**config.mk**
```make
export PLATFORM = sky130hd
export DESIGN_NAME = div_seq_unit
export DESIGN_NICKNAME = d
export VERILOG_FILES = /design/src/rtl/div_pkg.sv /design/src/rtl/div_step.sv /design/src/rtl/div_seq_unit.sv
export SDC_FILE = /design/constraint.sdc
export NUM_CORES = 1
export LEC_CHECK = 0
export CORE_UTILIZATION = 35
export DETAILED_ROUTE_END_ITERATION = 12
export GPL_TIMING_DRIVEN = 0
export PLACE_DENSITY_LB_ADDON = 0.2
export SLEW_MARGIN = 20
export SYNTH_ARGS = -nofsm -noshare
export SYNTH_HDL_FRONTEND = slang
export SYNTH_SLANG_ARGS = --single-unit
```
**constraint.sdc**
```tcl
create_clock -name clk -period 16.1 [get_ports clk]
set_input_delay 3.22 -clock clk [delete_from_list [all_inputs] [get_ports clk]]
set_output_delay 3.22 -clock clk [all_outputs]
set_load 0.05 [all_outputs]
```
**src/rtl/div_pkg.sv**
```systemverilog
`default_nettype none
// ============================================================================
// Module  : div_pkg
// Brief   : Shared types and constants for the sequential signed divider.
// Revision: 1.0 - initial release
// ============================================================================
package div_pkg;

  // Default operand/result width of the divider.
  localparam int c_DIV_WIDTH = 32;

  // Iteration counter width for the default width.
  localparam int c_DIV_CNT_W = $clog2(c_DIV_WIDTH);

  // Controller states.
  typedef enum logic [2:0] {
    IDLE = 3'd0,
    PREP = 3'd1,
    ITER = 3'd2,
    FIX  = 3'd3,
    DONE = 3'd4,
    DZ   = 3'd5
  } div_state_t;

endpackage
`default_nettype wire

```
**src/rtl/div_step.sv**
```systemverilog
`default_nettype none
// ============================================================================
// Module  : div_step
// Brief   : One combinational restoring shift-subtract iteration on
//           magnitudes. The partial remainder is widened by one bit so a
//           divisor of 2^(WIDTH-1) never loses its top bit.
// Revision: 1.0 - initial release
// ============================================================================
module div_step
  import div_pkg::*;
#(
  parameter int WIDTH = c_DIV_WIDTH
) (
  input  logic [WIDTH-1:0] rem_in,
  input  logic [WIDTH-1:0] quo_in,
  input  logic [WIDTH-1:0] divisor,
  output logic [WIDTH-1:0] rem_out,
  output logic [WIDTH-1:0] quo_out
);

  logic [WIDTH:0]   w_shift;
  logic             w_ge;
  logic [WIDTH-1:0] w_diff;

  // Shift {rem,quo} left one place and trial-subtract the divisor.
  always_comb begin
    w_shift = {rem_in, quo_in[WIDTH-1]};
    w_ge    = (w_shift >= {1'b0, divisor});
    // When w_ge holds the true difference is below the divisor, so the
    // low WIDTH bits of the subtraction are exact.
    w_diff  = w_shift[WIDTH-1:0] - divisor;
    rem_out = w_ge ? w_diff : w_shift[WIDTH-1:0];
    quo_out = {quo_in[WIDTH-2:0], w_ge};
  end

endmodule
`default_nettype wire

```
**src/rtl/div_seq_unit.sv**
```systemverilog
`default_nettype none
// ============================================================================
// Module  : div_seq_unit
// Brief   : Multicycle signed divider (MIPS DIV). Latches operands on init,
//           divides magnitudes with a restoring loop, then applies signs:
//           quotient truncates toward zero, remainder follows the dividend.
//           Divide-by-zero short-circuits to a one-cycle exception pulse.
// Revision: 1.0 - initial release
// ============================================================================
module div_seq_unit
  import div_pkg::*;
#(
  parameter int WIDTH = c_DIV_WIDTH
) (
  input  logic             clk,
  input  logic             reset,
  input  logic [WIDTH-1:0] a,
  input  logic [WIDTH-1:0] b,
  input  logic             init,
  output logic [WIDTH-1:0] lo,
  output logic [WIDTH-1:0] hi,
  output logic             excessao,
  output logic             done,
  output logic             busy
);

  localparam int                 c_CNT_W    = $clog2(WIDTH);
  localparam logic [c_CNT_W-1:0] c_CNT_LAST = c_CNT_W'(WIDTH - 1);
  localparam logic [c_CNT_W-1:0] c_CNT_ONE  = c_CNT_W'(1);

  div_state_t         r_state;
  logic [WIDTH-1:0]   r_a;
  logic [WIDTH-1:0]   r_b;
  logic [WIDTH-1:0]   r_div;
  logic [WIDTH-1:0]   r_rem;
  logic [WIDTH-1:0]   r_quo;
  logic [c_CNT_W-1:0] r_cnt;
  logic               r_sign_q;
  logic               r_sign_r;

  logic [WIDTH-1:0]   w_rem_next;
  logic [WIDTH-1:0]   w_quo_next;

  div_step #(
    .WIDTH (WIDTH)
  ) u_step (
    .rem_in  (r_rem),
    .quo_in  (r_quo),
    .divisor (r_div),
    .rem_out (w_rem_next),
    .quo_out (w_quo_next)
  );

  // Controller, operand latches, iteration datapath and registered outputs.
  always_ff @(posedge clk or posedge reset) begin
    if (reset) begin
      r_state  <= IDLE;
      r_a      <= '0;
      r_b      <= '0;
      r_div    <= '0;
      r_rem    <= '0;
      r_quo    <= '0;
      r_cnt    <= '0;
      r_sign_q <= 1'b0;
      r_sign_r <= 1'b0;
      lo       <= '0;
      hi       <= '0;
      excessao <= 1'b0;
      done     <= 1'b0;
      busy     <= 1'b0;
    end else begin
      done     <= 1'b0;
      excessao <= 1'b0;
      case (r_state)
        IDLE: begin
          if (init) begin
            r_a  <= a;
            r_b  <= b;
            busy <= 1'b1;
            if (b == '0) begin
              // Exception is flagged in the very next cycle; lo/hi untouched.
              r_state  <= DZ;
              excessao <= 1'b1;
              done     <= 1'b1;
            end else begin
              r_state <= PREP;
            end
          end
        end
        DZ: begin
          busy    <= 1'b0;
          r_state <= IDLE;
        end
        PREP: begin
          // Unsigned magnitudes; the most-negative value maps to 2^(WIDTH-1).
          r_quo    <= r_a[WIDTH-1] ? (-r_a) : r_a;
          r_div    <= r_b[WIDTH-1] ? (-r_b) : r_b;
          r_sign_q <= r_a[WIDTH-1] ^ r_b[WIDTH-1];
          r_sign_r <= r_a[WIDTH-1];
          r_rem    <= '0;
          r_cnt    <= '0;
          r_state  <= ITER;
        end
        ITER: begin
          r_rem <= w_rem_next;
          r_quo <= w_quo_next;
          if (r_cnt == c_CNT_LAST) begin
            r_cnt   <= '0;
            r_state <= FIX;
          end else begin
            r_cnt <= r_cnt + c_CNT_ONE;
          end
        end
        FIX: begin
          lo      <= r_sign_q ? (-r_quo) : r_quo;
          hi      <= r_sign_r ? (-r_rem) : r_rem;
          done    <= 1'b1;
          r_state <= DONE;
        end
        DONE: begin
          busy    <= 1'b0;
          r_state <= IDLE;
        end
        default: begin
          busy    <= 1'b0;
          r_state <= IDLE;
        end
      endcase
    end
  end

endmodule
`default_nettype wire

```
After elaboration in Yosys (flattened, before gate mapping)
Cells that the tools add are included.
{ "word_totals": {"in_bits": 67, "regBits": 237, "out_inout_bits": 67, "wordCells": 55} }
{ "classes": {"add_sub_neg": 6, "n_mux": 19, "order_cmp": 1, "n_reduce_logical": 7, "n_eq_ne": 6, "n_bitwise": 2} }
{ "op_table": {"columns": ["cell", "count"], "rows": [
  ["2-to-1 mux 32 bit", 5],
  ["negation 32 bit", 4],
  ["case mux 32 bit (2 select lines)", 2],
  [">= comparator 33 x 32 -> 1 bit", 1],
  ["zero test 32 bit", 1],
  ["subtractor 32 bit", 1],
  ["case mux 3 bit (4 select lines)", 1],
  ["case mux 5 bit (2 select lines)", 1],
  ["2-to-1 mux 3 bit", 3],
  ["== test 3 x 2 -> 1 bit, second input constant", 2],
  ["AND reduction 2 bit", 3],
  ["adder 5 x 1 -> 5 bit, second input constant", 1],
  ["== test 5 bit, second input constant", 1],
  ["2-to-1 mux 5 bit", 1],
  ["2-to-1 mux 1 bit", 4],
  ["!= test 2 bit, second input constant", 2],
  ["case mux 1 bit (2 select lines)", 2],
  ["== test 3 x 1 -> 1 bit, second input constant", 1],
  ["zero test 3 bit", 1],
  ["OR reduction 3 bit", 1],
  ["nonzero test 2 bit", 1],
  ["NOT 1 bit", 1],
  ["bitwise XOR 1 bit", 1]
]} }

Depth between registers and ports, before layout
{ "logic_depth": {"word_depth": 4, "ltp_mapped": 13, "mapped_depth_nobuf": 13} }

By module
A second synthesis with hierarchy kept.
{ "unflattened": {"hier_cells": 1487, "hier_area_um2": 14298.7} }
{ "by_module_without_submodules": {"columns": ["mod", "n_inst", "seq_area_each_um2", "area_per_inst_um2", "cells_per_inst"], "rows": [
  ["div_seq_unit", 1, 5930.7, 11727.5, 1132],
  ["div_step", 1, 0.0, 2571.2, 355]
]} }

Worst setup path before layout
OpenSTA, ideal clock, no wires.
{ "synth_timing": {"path_kind": "input-to-reg", "from": "in init", "to": "reg r_a[0]", "setup_slack_ns": 11.556, "required_time_ns": 15.968, "arrival_ns": 4.412, "cell_stages": 5, "setup_ns": 0.132, "n_path_buf": 2, "cell_sequence": "nand2b_1 > nor3_1 > clkbuf_1 > clkbuf_1 > o21ai_0"} }
{ "synth_between": {"elab_chain_len": 1} }
{ "synth_rtl": {"columns": ["item", "line_no", "rtl"], "rows": [
  ["from (decl)", "div_seq_unit.sv:19", "input logic init,"],
  ["AND reduction 2 bit (no source line)", null, null],
  ["to (signal assigned)", "div_seq_unit.sv:58", "r_a <= '0;"],
  ["to (signal assigned)", "div_seq_unit.sv:77", "r_a <= a;"],
  ["to (decl)", "div_seq_unit.sv:32", "logic [WIDTH-1:0] r_a;"]
]} }
No other way between the ends.
A chain may end at the register's enable or synchronous reset.

Worst setup path in the final report
{ "layout_timing": {"from": "reg lo[31]", "to": "out lo[31]"} }
{ "layout_lines": {"columns": ["item", "line_no", "rtl"], "rows": [
  ["from (decl)", "div_seq_unit.sv:20", "output logic [WIDTH-1:0] lo,"],
  ["from (signal assigned)", "div_seq_unit.sv:115", "lo <= r_sign_q ? (-r_quo) : r_quo;"]
]} }
No word-level cell between the ends.

==> impl_metrics.json <==
{
  "status": "finished clean",
  "slowest_stage": "clkdlybuf4s50_1",
  "rsz0062_at_grt": "no",
  "power_density_mw_per_mm2": 248.0,
  "ant_nets": 0,
  "ys_types": 61,
  "p_seq_share_pct": 29.3,
  "synth_area_sq_mm": 0.01318,
  "portBuffers": 133,
  "wl_mm": 35.69,
  "synth_area_leaders": "dfrtp_1 45%, xor2_1 7.9%, o21ai_0 7.7%",
  "crit_path_start_kind": "flop",
  "worst_pin_slew_ns": 0.9970,
  "slew_viol_final": 0,
  "die_y_um": 196.0,
  "ys.warnings.count": 0,
  "clock-root-buffer": "clkbuf_16",
  "reg2reg_slack_ns": 12.04,
  "placed_cells": 1989,
  "wl_per_cell_um": 17.52,
  "synthCells": 1386,
  "drt_first_pass_iters": 4,
  "grt_use_total_pct": 18.85,
  "finalWeightedCongestion": 0.8879,
  "cts_tree": "done",
  "yosysMostFrequentCell": "dfrtp_1",
  "holdBufCountCts": 0,
  "grt_start_max_net_pins": 104,
  "worstHoldPathType": "flop to flop",
  "synth.top_cells.by_count": "237 x dfrtp_1, 204 x o21ai_0, 182 x nand2_1",
  "seq_area_frac_synth_pct": 45.01,
  "p_sw_mw": 1.864,
  "first_global_vias": 10340,
  "finalSetupViolCount": 0,
  "ir_worst_vdd_v": 0.0001121,
  "cts_buffers": 27,
  "antenna_found_initial": 0,
  "maxCapViolCount": 0,
  "coreArea_sq_mm": 0.03679,
  "hold_slack_ns": 0.4745,
  "num_rows": 70,
  "drc": 0,
  "vias": 10480,
  "crit_buf_inv": 1,
  "synth_area_leader_cell": "dfrtp_1",
  "final_util_pct": 43.90,
  "cp_max_fo": 2,
  "cts_sinks": 237,
  "fill_cells": 3612,
  "cts_resized": 0,
  "grt_pass1_wl_mm": 57.81,
  "synth_nets": 1492,
  "p_int_mw": 2.141,
  "synth_seq_cells": 237,
  "pwr-share-clk_pct": 17.0,
  "global_route.overflow_total": 0,
  "synth_edf_count": 0,
  "crit_type": "flop to output pin",
  "ys.flop_type": "dfrtp_1",
  "avgSynthCellArea_sq_um": 9.506,
  "worstPathArrival_ns": 1.75,
  "finalHoldViolCount": 0,
  "finalClockSkew_ns": 0.02122,
  "layout.nets": 1656,
  "regArea_sq_mm": 0.005931,
  "ios": 134,
  "final_area_sq_mm": 0.01615,
  "post-cts-setup-buffer-count": 0,
  "sw_frac_of_total_pct": 46.54,
  "areaGrowthSynthToFinish_pct": 22.56,
  "max_freq_mhz": 201.4,
  "max-slew-margin-rel_pct": 32.66,
  "dp_hpwl_mm": 27.85,
  "crit_chain": "clkdlybuf4s50_1",
  "yosysTopAreaCellShare_pct": 45.01,
  "cp_top_family": "buffers and inverters",
  "die-area_sq_mm": 0.03842,
  "path_clk_slew_ns": 0.06,
  "required_ns": 12.88,
  "synth_async_sr_flop_share_pct": 100.0,
  "fin_crit_sh_pct": 30.84,
  "drt-initial-drc-count": 561,
  "dpl_cell_area_sq_mm": 0.01516,
  "worstSetupEndpointType": "output pin",
  "fin_setup_tns_ns": 0,
  "p_leak_nw": 6.926,
  "via_per_inst": 5.144,
  "clkLatencyLatePin_ns": 0.54,
  "cts_max_path_buffers": 3,
  "antenna_cells": 0,
  "slowest_delay_ns": 0.84,
  "htree_levels": 1,
  "layout.cells.non_filler": 2037,
  "dieWidth_um": 196.0,
  "multi_input_area_sq_mm": 0.006771,
  "drive_gt1_share_pct": 8.158,
  "pwr-share-comb_pct": 53.7,
  "period_minus_slack_ns": 4.966,
  "start_util_pct": 35.82
}
==> worst min-delay path, stage by stage (launching register included) <==
cell     delay [ns]
dfrtp_1        0.34
nand2_1        0.05
o21ai_0        0.06
==> final cells by class <==
| class | count | share of cell area (%) |
|---|---|---|
| plain buffers | 70 | 1.635 |
| clock buffers | 33 | 4.510 |
| clock inverters | 15 | 1.612 |
| inverters | 57 | 1.371 |
| multi-input cells | 1022 | 41.93 |
| flip-flops and latches | 237 | 36.73 |
| well taps | 468 | 3.626 |
| repair buffers | 135 | 8.585 |
==> layer usage <==
metal | share of wire [%] | GRT usage, % | vias to the layer above | wire length, um
met5 | 0 | 0 | - | 0
met4 | 1.2 | 3.472 | 0 | 446
met3 | 3.9 | 2.733 | 29 | 1408
met2 | 42 | 27.85 | 198 | 14890
met1 | 53 | 29.15 | 4967 | 18950
li1 | - | - | 5284 | -
==> flip-flops by register name, indices dropped and copies added, names as in the netlist <==
signal / count
r_sign_q: 1
r_rem: 32
busy: 1
hi: 32
r_div: 32
r_sign_r: 1
r_cnt: 5
r_quo: 32
excessao: 1
r_a: 32
r_b: 32
r_state: 3
done: 1
lo: 32
==> power by group through the flow <==
stage               clock, mW  combinational [mW]  sequential (mW)
detailed placement          0                2.15             1.18
CTS                     0.698                2.16             1.17
global placement            0                2.13             1.17
global route            0.721                2.39             1.22
floorplan                   0                1.35             1.33
finish                  0.682                2.15             1.17
==> stage by stage <==
stage	worst slack (ns)	total power, mW
floorplan	6.377	2.677
global placement	3.160	3.302
detailed placement	10.53	3.335
CTS	11.10	4.031
global route	10.92	4.334
finish	11.13	4.005
==> worst paths after layout <==
path | startpoint | end | depth (start not counted)
worst max-delay path | lo[31] | lo[31] | 1
worst max register to register | r_quo[31] | r_rem[26] | 13
worst min register to register | r_div[5] | r_div[5] | 2
max in group asynchronous | reset | hi[20] | 4
min in group asynchronous | reset | excessao | 2
worst min-delay path | r_div[5] | r_div[5] | 2
==> cells by family after synthesis <==
kind of cell,synth area share (%)
compound gates,19.18
simple gates,12.68
flops,45.01
xor+xnor,9.772
buf+inv,3.628
mux,5.964
fa+ha+maj,3.761
==> layout by cell type (no fill, tap or decap), types with 4 or more instances in the layout <==
| cell | count |
|---|---|
| dfrtp_1 | 237 |
| o21ai_0 | 204 |
| nand2_1 | 182 |
| clkdlybuf4s50_1 | 133 |
| xor2_1 | 119 |
| clkbuf_1 | 67 |
| mux2_2 | 60 |
| inv_1 | 56 |
| a21oi_1 | 48 |
| nor2_1 | 44 |
| ha_1 | 38 |
| a22oi_1 | 33 |
| o31ai_1 | 31 |
| xnor2_1 | 28 |
| clkbuf_16 | 27 |
| or4_1 | 21 |
| a21o_1 | 20 |
| nand3_1 | 19 |
| nor4_1 | 18 |
| o41ai_1 | 17 |
| nand2b_1 | 11 |
| mux2i_1 | 11 |
| nor3_1 | 10 |
| o21ai_1 | 8 |
| a32oi_1 | 8 |
| a211oi_1 | 7 |
| a31oi_1 | 7 |
| bufinv_16 | 7 |
| or2_2 | 6 |
| nand4_1 | 6 |
| nor2b_1 | 6 |
| or3_1 | 6 |
| buf_1 | 5 |
| clkinv_2 | 5 |
| or2_1 | 4 |
| and2_1 | 4 |
| o21bai_1 | 4 |
No activity file was read; power rests on OpenSTA's default activity.
